File: config.mk
export PLATFORM = sky130hd
export DESIGN_NAME = dbus_arbiter
export DESIGN_NICKNAME = d
export VERILOG_FILES = /design/src/rtl/dbus_arbiter.sv
export SDC_FILE = /design/constraint.sdc
export NUM_CORES = 1
export LEC_CHECK = 0
export ABC_AREA = 1
export CORE_AREA = 2 2 121 123
export DETAILED_ROUTE_END_ITERATION = 8
export DIE_AREA = 0 0 123 125
export GPL_ROUTABILITY_DRIVEN = 0
export PLACE_DENSITY = 0.59
export SKIP_LAST_GASP = 1
export SYNTH_ARGS = -nofsm -noshare
export SYNTH_HDL_FRONTEND = slang
export SYNTH_SLANG_ARGS = --single-unit
File: constraint.sdc
create_clock -name clk -period 2.2 [get_ports clk]
set_input_delay 0.44 -clock clk [delete_from_list [all_inputs] [get_ports clk]]
set_output_delay 0.44 -clock clk [all_outputs]
set_load 0.01 [all_outputs]
File: src/rtl/dbus_arbiter.sv
// dbus_arbiter: two-master (m0 core, m1 debug/DMA with m1_lock bursts capped at LOCK_MAX) single-cycle data bus arbiter; mX_* requests in, mX_gnt/mX_rvalid/mX_rdata out, s_* slave strobe/mux out, s_rdata in
module dbus_arbiter #(
  parameter int LOCK_MAX = 8
) (
  input  logic        clk,
  input  logic        sync_rst_n,
  input  logic        clk_en,
  input  logic        m0_req,
  input  logic        m0_we,
  input  logic [29:0] m0_addr,
  input  logic [3:0]  m0_mask,
  input  logic [31:0] m0_wdata,
  input  logic        m1_req,
  input  logic        m1_we,
  input  logic [29:0] m1_addr,
  input  logic [3:0]  m1_mask,
  input  logic [31:0] m1_wdata,
  input  logic        m1_lock,
  output logic        m0_gnt,
  output logic        m1_gnt,
  output logic        m0_rvalid,
  output logic        m1_rvalid,
  output logic [31:0] m0_rdata,
  output logic [31:0] m1_rdata,
  output logic        s_lock,
  output logic        s_we,
  output logic [29:0] s_addr,
  output logic [3:0]  s_mask,
  output logic [31:0] s_wdata,
  input  logic [31:0] s_rdata
);
  logic       last_gnt, prev_m1, rd_pend, rd_src;
  logic [7:0] lock_cnt;
  logic       act, lock_hold, sel1;
  assign act       = clk_en & sync_rst_n;
  assign lock_hold = prev_m1 & m1_lock & m1_req & (lock_cnt < 8'(LOCK_MAX));
  assign sel1      = lock_hold | (m1_req & (~m0_req | ~last_gnt));
  assign m1_gnt    = act & sel1;
  assign m0_gnt    = act & m0_req & ~sel1;
  assign s_lock    = m0_gnt | m1_gnt;
  assign s_we      = m1_gnt ? m1_we    : m0_gnt & m0_we;
  assign s_addr    = m1_gnt ? m1_addr  : m0_gnt ? m0_addr  : '0;
  assign s_mask    = m1_gnt ? m1_mask  : m0_gnt ? m0_mask  : '0;
  assign s_wdata   = m1_gnt ? m1_wdata : m0_gnt ? m0_wdata : '0;
  assign m0_rvalid = act & rd_pend & ~rd_src;
  assign m1_rvalid = act & rd_pend & rd_src;
  assign m0_rdata  = s_rdata;
  assign m1_rdata  = s_rdata;
  always_ff @(posedge clk) begin
    if (!sync_rst_n) begin
      last_gnt <= 1'b1;
      prev_m1  <= 1'b0;
      lock_cnt <= '0;
      rd_pend  <= 1'b0;
      rd_src   <= 1'b0;
    end else if (clk_en) begin
      if (s_lock) last_gnt <= m1_gnt;
      prev_m1  <= m1_gnt;
      lock_cnt <= (m1_gnt & m1_lock) ? lock_cnt + 8'(lock_hold) : '0;
      rd_pend  <= s_lock & ~s_we;
      rd_src   <= m1_gnt;
    end
  end
endmodule

==> reports/results.ini <==
[status]
run_status=finished, final reports clean

[synth]
ys_ff_latch=11
netlist_instances=227
yosysMostFrequentCell=a22o_1
yosysSeqAreaShare=0.124
synth_fp_nets=401
synth_edf_count=0
synth.area.top_cells=a22o_1 33%, buf_4 27%, dfxtp_1 12%
avgSynthCellArea_sq_um=7.82
async_reset_ff_frac=0
synth_largest_area_cell=a22o_1
synth_top_area_share=0.326
ys.flop_type=dfxtp_1
synth.distinct_cells=23
syn-cell-area_sq_mm=0.00177
ys.warnings.count=0
yosys-top-cells-count=66 x a22o_1, 64 x buf_4, 16 x nand2_1, 11 x dfxtp_1

[clock_tree]
cts_root_buffer=clkbuf_16
numCtsBuffers=3
cts_tree=yes
cts.sinks=11
clkLatencyLatePin_ns=0.24
clk_pin_slew_worst_paths_ns=0.04
cts.htree.levels=1
clockBufferDepth=2

[min_path]
holdPathEnd=last_gnt$_SDFFE_PN1P_
worstHoldStart=last_gnt$_SDFFE_PN1P_
hold_depth=2
hp-class=reg -> reg

[cells_and_area]
final_area_sq_mm=0.00399
antennaDiodeCount=0
drive_gt1_frac=0.406
fin_cells=595
fill_cells=1509
area_growth_pct=125
fin_nets=586

[drt]
drtIter0Drc=79
routed_wl_um=10500
routed_wire_length_per_instance_um=17.7
drt-pass1-iter-count=4
ant_nets=0
drc_errors=0
vias=2381
viasPerCell=4.00

[critical_path]
r2r_start=lock_cnt[4]$_SDFFE_PN0P_
rr_worst_depth=16
reg2reg_to=lock_cnt[7]$_SDFFE_PN0P_
cp_slowest_cell=dlygate4sd2_1
arrival_ns=1.72
worstPathRequired_ns=1.76
crit_path_end_kind=output port
cp_max_fo=16
worst_setup_path_start_kind=primary input
crit_path_cell_trace=dlygate4sd2_1, nand2_2, inv_2, nand2_4, clkinv_8, buf_12, buf_16, a22o_4, buf_6
worst-setup-path-type=in -> out
regToRegSetupSlack_ns=0.12
max_stage_delay_ns=0.26

[floorplan]
die_w_um=123
die_area_sq_mm=0.0154
die_y_um=125
rows=44
ios=308
start_util=0.125
core-area_sq_mm=0.0142

[timing]
hold_ws_ns=0.464
period_share=0.982
relSlewSlack=0.867
fin_crit_ns=2.16
fin_skew_ns=0.00509
worstMarginPinSlew_ns=0.198
fmax_ghz=0.463
drv_slew=0
finalSetupTns_ns=0
hold_viol=0
setup_viol=0
rsz0062_at_grt=true

[placed_design]
place_hpwl_um=7610
numPortBuffers=211
place_area_sq_mm=0.00376
numPlacedInstances=568

[global_route]
grt_pass1_wl_um=14600
grt_overflow=0
grt_util_all_layers=0.124
antenna_found_initial=0
grt_max_degree=19
grt_pass1_vias=2546

[power]
leakage_uw=0.00181
vdd_drop_max_uv=191
power_uw=1090
p_per_area_mw_per_mm2=273

[flow_run]
maxCapViolCount=0

[final cells by class]
class / count / area (sq um) / area share
Clock buffer: 4 / 78.8 / 0.0198
Inverter: 13 / 71.3 / 0.0179
Multi-Input combinational cell: 125 / 1050 / 0.262
Sequential cell: 11 / 226 / 0.0568
Tap cell: 184 / 230 / 0.0578
Timing Repair Buffer: 258 / 2330 / 0.585
[worst max-delay path by stage]
stage / from / to / slack [ns] / cells past startpoint
floorplan: m1_req / s_addr[24] / 0.46 / 8
global placement: m1_lock / s_wdata[2] / -0.75 / 10
detailed placement: m1_req / s_wdata[2] / -0.77 / 10
CTS: lock_cnt[3]$_SDFFE_PN0P_ / lock_cnt[6]$_SDFFE_PN0P_ / -0.07 / 17
global route: lock_cnt[5]$_SDFFE_PN0P_ / s_wdata[1] / -0.03 / 11
finish: clk_en / s_wdata[1] / 0.04 / 9
[flip-flops by register name, summed over array words and instances (netlist names)]
signal and flops:
rd_pend 1, rd_src 1, lock_cnt 8, last_gnt 1
[kinds of logic after synthesis]
logic type | after synthesis | synth area share
buffers and inverters | 91 | 0.356
AOI/OAI and AO/OA | 70 | 0.339
and+or+nand+nor | 47 | 0.137
DFF | 11 | 0.124
xor gates and xnor gates | 6 | 0.0296
adders and majority gates | 2 | 0.0141
[metrics by stage]
stage | utilization | setup slack (ns)
4_1_cts | 0.282 | -0.0736
2_1_floorplan | - | 0.463
5_1_grt | 0.281 | -0.0251
3_3_place_gp | 0.265 | -0.750
6_report | 0.281 | 0.0387
3_5_place_dp | 0.265 | -0.768
[critical path, delay by kind of cell]
kind,cells,cell delay [ns]
buffers and inverters,6,0.80
AOI/OAI and AO/OA,1,0.23
and+or+nand+nor,2,0.24
[cell usage in the layout (no fill, tap or decap), types with 6 or more instances in the layout]
cell type	instances
buf_4	33
buf_2	54
nand2_1	9
inv_2	6
a22o_1	63
dlygate4sd2_1	7
nor2_2	9
clkdlybuf4s50_1	134
nand2_2	10
buf_6	7
clkbuf_2	9
dfxtp_1	6
[power by group]
group          internal, uW  switching (uW)
combinational           355             195
sequential              203            1.71
clock                   244            91.8
[timing repair]
item | in CTS | in global routing
pin swaps | 16 | 16
hold buffers | 0 | 0
endpoints found under the setup margin | 72 | 73
setup buffers | 18 | 3
gates resized for setup | 295 | 35
cloned | 6 | 0
[layer usage]
layer	vias up	routed length, um	GRT usage
met5	-	0	0
met4	0	61	0.0154
met3	7	1040	0.0274
met2	146	5330	0.230
met1	1112	4100	0.148
li1	1116	-	-
Note: power is estimated with default switching activity, not from simulation.
